`src/rtl/multi_counter_dispatcher.sv`:
```
// Pops {id, time} entries from the queue FIFO and loads each into one idle service counter.
// Fixed-priority or round-robin selection, post-load reservation, zero-time discard, statistics.
module multi_counter_dispatcher #(
    parameter int unsigned NUM_CTR  = 3,
    parameter int unsigned ID_W     = 4,
    parameter int unsigned TIME_W   = 4,
    parameter int unsigned CNT_W    = 8,
    parameter int unsigned RESV_MAX = 3
) (
    input  logic                      clk,
    input  logic                      rst_n,
    input  logic                      en,
    input  logic                      rr_mode,
    input  logic                      empty,
    input  logic [ID_W-1:0]           q_id,
    input  logic [TIME_W-1:0]         q_time,
    input  logic [NUM_CTR-1:0]        busy,
    output logic                      re,
    output logic [NUM_CTR-1:0]        ld,
    output logic [NUM_CTR*ID_W-1:0]   d_id,
    output logic [NUM_CTR*TIME_W-1:0] d_time,
    output logic [CNT_W-1:0]          n_disp,
    output logic [CNT_W-1:0]          n_drop,
    output logic                      all_busy
);

    localparam int unsigned      PTR_W     = $clog2(NUM_CTR);
    localparam int unsigned      TMR_W     = $clog2(RESV_MAX + 1);
    localparam logic [PTR_W:0]   NUM_CTR_W = (PTR_W + 1)'(NUM_CTR);
    localparam logic [TMR_W-1:0] RESV_INIT = TMR_W'(RESV_MAX);

    typedef enum logic {StIdle, StCool} state_e;

    state_e             state;
    logic [PTR_W-1:0]   ptr;
    logic [PTR_W-1:0]   sel;
    logic [PTR_W:0]     idx;
    logic               sel_ok;
    logic [NUM_CTR-1:0] resv;
    logic [NUM_CTR-1:0] avail;
    logic [NUM_CTR-1:0] ld_set;
    logic [TMR_W-1:0]   resv_tmr [NUM_CTR];
    logic               head_valid;
    logic               do_drop;
    logic               do_load;
    logic               do_stall;

    // Scan starts at ptr in round-robin mode and at 0 in fixed mode; first hit wins.
    always_comb begin
        avail  = ~busy & ~resv;
        sel    = '0;
        sel_ok = 1'b0;
        idx    = '0;
        for (int i = 0; i < NUM_CTR; i++) begin
            idx = rr_mode ? ({1'b0, ptr} + (PTR_W + 1)'(i)) : (PTR_W + 1)'(i);
            if (idx >= NUM_CTR_W) idx = idx - NUM_CTR_W;
            if (!sel_ok && avail[idx[PTR_W-1:0]]) begin
                sel_ok = 1'b1;
                sel    = idx[PTR_W-1:0];
            end
        end
    end

    assign head_valid = (state == StIdle) && en && !empty;
    assign do_drop    = head_valid && (q_time == '0);
    assign do_load    = head_valid && (q_time != '0) && sel_ok;
    assign do_stall   = head_valid && (q_time != '0) && !sel_ok;
    assign ld_set     = do_load ? (NUM_CTR'(1) << sel) : '0;

    always_ff @(posedge clk or negedge rst_n) begin
        if (!rst_n) begin
            state    <= StIdle;
            ptr      <= '0;
            re       <= 1'b0;
            ld       <= '0;
            d_id     <= '0;
            d_time   <= '0;
            n_disp   <= '0;
            n_drop   <= '0;
            all_busy <= 1'b0;
        end else begin
            re       <= do_drop | do_load;
            ld       <= ld_set;
            all_busy <= do_stall;
            if (do_drop && n_drop != '1) n_drop <= n_drop + 1'b1;
            if (do_load) begin
                d_id[sel*ID_W +: ID_W]       <= q_id;
                d_time[sel*TIME_W +: TIME_W] <= q_time;
                if (n_disp != '1) n_disp <= n_disp + 1'b1;
                ptr <= ({1'b0, sel} == NUM_CTR_W - 1'b1) ? '0 : sel + 1'b1;
            end
            // COOL skips one decision: empty and the head are stale right after a pop.
            unique case (state)
                StIdle:  if (do_drop || do_load) state <= StCool;
                StCool:  state <= StIdle;
                default: state <= StIdle;
            endcase
        end
    end

    // Reservation lasts until busy is seen or the timer runs out after the load cycle.
    always_ff @(posedge clk or negedge rst_n) begin
        if (!rst_n) begin
            resv <= '0;
            for (int k = 0; k < NUM_CTR; k++) resv_tmr[k] <= '0;
        end else begin
            for (int k = 0; k < NUM_CTR; k++) begin
                if (ld_set[k]) begin
                    resv[k]     <= 1'b1;
                    resv_tmr[k] <= RESV_INIT;
                end else if (resv[k]) begin
                    if (busy[k] || resv_tmr[k] == '0) resv[k] <= 1'b0;
                    else resv_tmr[k] <= resv_tmr[k] - 1'b1;
                end
            end
        end
    end

endmodule

```
`config.mk`:
```
export PLATFORM = sky130hd
export DESIGN_NAME = multi_counter_dispatcher
export DESIGN_NICKNAME = d
export VERILOG_FILES = /design/src/rtl/multi_counter_dispatcher.sv
export SDC_FILE = /design/constraint.sdc
export NUM_CORES = 1
export LEC_CHECK = 0
export ABC_AREA = 0
export BUFFER_PORTS_ARGS = -buffer_cell sky130_fd_sc_hd__buf_2
export CAP_MARGIN = 40
export CORE_MARGIN = 4
export CORE_UTILIZATION = 53
export DETAILED_ROUTE_END_ITERATION = 10
export GPL_TIMING_DRIVEN = 0
export MAX_ROUTING_LAYER = met4
export PLACE_DENSITY_LB_ADDON = 0.3
export SYNTH_ARGS = -nofsm -noshare
export SYNTH_HDL_FRONTEND = slang
export SYNTH_SLANG_ARGS = --single-unit
```
`constraint.sdc`:
```
create_clock -name clk -period 4.61 [get_ports clk]
set_input_delay 0.922 -clock clk [delete_from_list [all_inputs] [get_ports clk]]
set_output_delay 0.922 -clock clk [all_outputs]
set_load 0.005 [all_outputs]
```
**Word level (Yosys, flattened, before mapping)**

Cells that the tools add are included.

- Bits in registers: 57
- Latch bits: 0
- RAM bits: 0
- ROM bits: 0
- Output and inout port bits: 45
- Memories: 0

- Add/subtract/negate cells: 12
- Multipliers: 0
- Div/mod/pow operators: 0
- Magnitude comparators: 6
- Eq/ne operators: 6
- Shifts and indexed selects: 4
- Multiplexer cells: 42
- Bitwise gates (word level): 5
- Reductions and logical operators: 29

Operators by type and width:

| cell | count |
|---|---|
| 4-bit by 34-bit variable part select with 12-bit output | 2 |
| 2-bit 2-to-1 mux | 17 |
| 4-bit negator with 34-bit output | 1 |
| 4-bit by 34-bit variable shift with 12-bit output (first input constant) | 1 |
| 12-bit bitwise mux | 2 |
| 8-bit by 1-bit adder with 8-bit output (second input constant) | 2 |
| 1-bit 2-to-1 mux | 16 |
| 8-bit inequality test (second input constant) | 2 |
| 1-bit logical AND | 9 |
| 2-bit by 3-bit less-than comparator with 1-bit output (second input constant) | 3 |
| 3-bit 2-to-1 mux | 3 |
| 2-bit AND reduction | 4 |
| 1-bit binary-select mux with 2-bit select | 3 |
| 3-bit by 2-bit >= comparator with 1-bit output (second input constant) | 2 |
| 2-bit logical NOT | 3 |
| 2-bit inequality test (second input constant) | 3 |
| 3-bit NOT | 2 |
| 2-bit nonzero test | 3 |
| 2-bit by 1-bit subtractor with 2-bit output (second input constant) | 3 |
| 2-bit subtractor (second input constant) | 3 |
| 1-bit logical NOT | 4 |
| 4-bit logical NOT | 1 |
| 1-bit logical OR | 4 |
| 4-bit nonzero test | 1 |
| 10 further kinds | 10 |

**Longest topological paths before layout**

- Word-level depth: 16
- Depth in mapped cells: 16
- Depth with buffers taken out: 13

**Worst setup path before layout**

OpenSTA, ideal clock, no wires.

- Path type: input -> register
- Start: input rr_mode
- End: register d_id[11]
- Library setup time: 0.067 ns
- Arrival time: 4.004 ns
- Path slack: 0.539 ns
- Cell stages on the path: 14
- Path buffers: 2
- Path through: clkbuf_1 > and2_1 > ha_1 > a211o_1 > a211oi_1 > a211oi_4 > nor2_1 > nor2_1 > o32a_1 > ha_1 > buf_2 > nor2_1 > a21boi_1 > a41o_1

- Longest elaborated chain between the ends: 15

RTL lines:

| item | RTL line | RTL |
|---|---|---|
| from (decl) | 13 | `input logic rr_mode,` |
| 2-bit 2-to-1 mux | 55 | `idx = rr_mode ? ({1'b0, ptr} + (PTR_W + 1)'(i)) : (PTR_W + 1)'(i);` |
| 2-bit subtractor / 2-bit >= comparator (equally long branches) | 56 | `if (idx >= NUM_CTR_W) idx = idx - NUM_CTR_W;` |
| 2-bit 2-to-1 mux | 56 |  |
| 1-bit binary-select mux with 2-bit select | 57 | `if (!sel_ok && avail[idx[PTR_W-1:0]]) begin` |
| 1-bit 2-to-1 mux (not written as such) | 57 |  |
| 1-bit 2-to-1 mux | 57 |  |
| 1-bit logical NOT | 57 |  |
| 1-bit logical AND | 57 |  |
| 1-bit 2-to-1 mux | 57 |  |
| 1-bit logical NOT | 57 |  |
| 1-bit logical AND | 57 |  |
| 2-bit 2-to-1 mux | 57 |  |
| 4-bit negator with 34-bit output | 87 | `d_id[sel*ID_W +: ID_W] <= q_id;` |
| 4-bit by 34-bit variable part select with 12-bit output / 4-bit by 34-bit variable shift with 12-bit output (equally long branches) | 87 |  |
| 12-bit bitwise mux | 87 |  |
| to (signal, indexed assignment) | 87 |  |
| to (decl) | 20 | `output logic [NUM_CTR*ID_W-1:0] d_id,` |

Several ways; a longest one is shown, not always the timed one. The select of a mux whose other input is x is not followed.
A chain may end at the register's enable or synchronous reset.

**Final worst setup path**

- Start: input rr_mode
- End: register d_time[10]

- Longest elaborated chain between the ends: 15

RTL lines:

| item | RTL line | RTL |
|---|---|---|
| 2-bit 2-to-1 mux | 55 |  |
| 2-bit subtractor / 2-bit >= comparator (equally long branches) | 56 |  |
| 2-bit 2-to-1 mux | 56 |  |
| 1-bit binary-select mux with 2-bit select | 57 |  |
| 1-bit 2-to-1 mux (not written as such) | 57 |  |
| 1-bit 2-to-1 mux | 57 |  |
| 1-bit logical NOT | 57 |  |
| 1-bit logical AND | 57 |  |
| 1-bit 2-to-1 mux | 57 |  |
| 1-bit logical NOT | 57 |  |
| 1-bit logical AND | 57 |  |
| 2-bit 2-to-1 mux | 57 |  |
| 4-bit negator with 34-bit output | 88 | `d_time[sel*TIME_W +: TIME_W] <= q_time;` |
| 4-bit by 34-bit variable part select with 12-bit output / 4-bit by 34-bit variable shift with 12-bit output (equally long branches) | 88 |  |
| 12-bit bitwise mux | 88 |  |
| to (signal, indexed assignment) | 88 |  |
| to (decl) | 21 | `output logic [NUM_CTR*TIME_W-1:0] d_time,` |

Several ways; a longest one is shown, not always the timed one. The select of a mux whose other input is x is not followed.

==> metrics <==
CTS tree=done; CP Max Fanout=10; vias post-DR=2348; number of global-route vias before repair=2292; Yosys cell types=63; Nets=367; layout cells sized above 1=27.9%; Sink Count=57; most common cell after layout, fill and taps aside=buf_2; WP data arrival=4.55 ns; Period Utilization, post-route=92.7%; initial antenna violation count=0; min cycle time layout=4.27 ns; die height=82.9 µm; YS warnings=0; largest net degree at the start of global routing=35; DRC viols=0; Mapped Area=0.00297 mm²; Gate Count Post-Synth=265; worst-margin pin slew=0.801 ns; Power Density=675 mW/mm²; first-pass GRT wire length=11100 µm; Worst-path clk slew=0.06 ns; Net Count, Synth=296; total CTS buffers=9; drt first-iter violations=151; Synth area leaders=dfrtp_1, ha_1, xor2_1; register area share after synthesis=48.0%; RSZ-0062 raised after global routing=no; CP Capture Type=flip-flop; status=finished, final reports clean; post-CTS sizing=0; initial core utilization=54.3%; grt ovf=0; critical path class=input port to flip-flop; Slew HR=46.6%; TNS Setup=0 ns; vias per inst=5.69; hold_buf cts=0; wire length per cell=15.5 µm; deepest clock path buffer count=2; remaining antenna violation count=0; fmax=234 MHz; Die Width=82.9 µm; Clock Skew=0.00766 ns; clk_lat worst skew=0.34 ns; fin. max-slew vios=0; row count=27; R2R Setup Slk=0.41 ns; Min Hold Slack=0.486 ns; Total GRT Usage=20.4%; setup bufs post-CTS=0; Power Total=2.39 mW; Final Hold Viols=0; Post-synth EDFFs=0; Ports=61; CP Launch Type=input port; routability congestion estimate=0.890; CP required=4.88 ns; top_reg_cell synth=dfrtp_1; Final HPWL DP=4850 µm; final non-filler cell total=413; commonest cells after routing, fill and taps aside=buf_2, dfrtp_1, nand2_1, ha_1, inv_1; Root Buffer=clkbuf_8; Total Wirelength=6420 µm; average size of a mapped cell=11.2 µm²; post-synthesis async set-or-reset flop share=100%; core area=0.00547 mm²; DRT Pass-1 Iters=4; Area Overhead vs Synth=19.1%; VDD IR-drop max=436 µV; Lkg Pwr=1.83 nW; Die ar.=0.00687 mm²; Placed Instances=397; Synth Register Bits=57; area leader, netlist=dfrtp_1; max cap viols=0; Yosys top cell area share=48.0%; HP Class=flip-flop to flip-flop; Ant. Diodes=0; IO buf count=59; H-tree levels=3; Final setup viols=0
## flip-flops by register name, indices dropped and copies added, names as in the netlist
signal / count
d_time: 12
resv_tmr: 6
state: 1
resv: 3
n_disp: 8
ld: 3
ptr: 2
re: 1
n_drop: 8
all_busy: 1
d_id: 12
## path summary, 6_finish.rpt
kind | start | end | cells after the start
min in group asynchronous | rst_n | n_drop[0] | 1
worst max register to register | ptr[0] | d_time[10] | 14
worst max-delay path | rr_mode | d_time[10] | 14
max in group asynchronous | rst_n | ptr[0] | 2
worst min-delay path | d_id[5] | d_id[5] | 1
worst min register to register | d_id[5] | d_id[5] | 1
## synth_stat cells, types with 2 or more instances
cell type and number:
nor3b_1 5, ha_1 15, dfrtp_1 57, nor2_1 11, buf_6 2, or4b_1 3
a211oi_4 2, inv_1 12, buf_4 2, nand2_2 2, mux2_2 2, and2_1 3
a21oi_1 2, nor4_1 5, o21ai_0 7, o21a_1 2, clkbuf_1 2, a21boi_1 8
o211ai_1 2, nand3_1 4, nor3_1 5, a31o_1 3, a22o_1 3, a41o_1 4
or2_2 2, and3_1 4, a211o_1 2, nand2_1 18, nand2b_1 5, nand4_1 9
a32o_1 8, buf_2 2, xor2_1 10, a22oi_1 2, o2bb2ai_1 6, xnor2_1 7
## critical path: stages
cell      delay (ns)
clkbuf_1        0.28
nand2_1         0.13
ha_1            0.34
a211o_1         0.32
a211oi_1        0.42
a211oi_4        0.12
nor2_1          0.15
nor2_1          0.08
o32a_1          0.39
ha_1            0.21
buf_2           0.19
nor2_1          0.20
a21boi_1        0.53
a41o_1          0.26
## cells by family after synthesis
| kind of cell | Yosys count | share of synthesized area (%) |
|---|---|---|
| AO/OA/AOI/OAI | 65 | 18.9 |
| XOR/XNOR | 17 | 5.01 |
| adder cells (fa/ha/maj) | 15 | 6.31 |
| buffers and inverters | 22 | 3.62 |
| flip-flops | 57 | 48.0 |
| multiplexers | 4 | 1.47 |
| AND/OR/NAND/NOR | 85 | 16.7 |
## metrics by stage
step / utilization (%) / worst slack [ns] / cell area, µm²
6_report: 64.7 / 0.338 / 3540
3_3_place_gp: 61.4 / 0.0917 / 3360
3_5_place_dp: 61.9 / 0.0417 / 3390
2_1_floorplan: - / 0.539 / 2970
4_1_cts: 64.7 / 0.379 / 3540
5_1_grt: 64.7 / 0.0192 / 3540
## report_power, final
group          leakage [nW]  internal [mW]  total [mW]  switching [mW]
combinational          1.00          0.510        1.23           0.717
sequential            0.747          0.668       0.786           0.118
clock                0.0839          0.191       0.375           0.184
total                  1.83           1.37        2.39            1.02
## layout make-up
cell class | instances | area [µm²]
fill | 472 | 1930
timing repair buffer | 60 | 323
sequential | 57 | 1430
inverter | 13 | 48.8
clock buffer | 12 | 135
buffer | 9 | 58.8
multi-input combinational | 186 | 1440
clock inverter | 4 | 20.0
tap | 72 | 90.1
## metal layers
layer	up-vias	global-route usage, %	wire length (µm)
li1	1139	-	-
met1	1126	27.4	2880
met2	74	29.3	3040
met3	9	6.15	402
met4	0	7.88	91
met5	-	-	0
No activity file was read; power rests on OpenSTA's default activity.
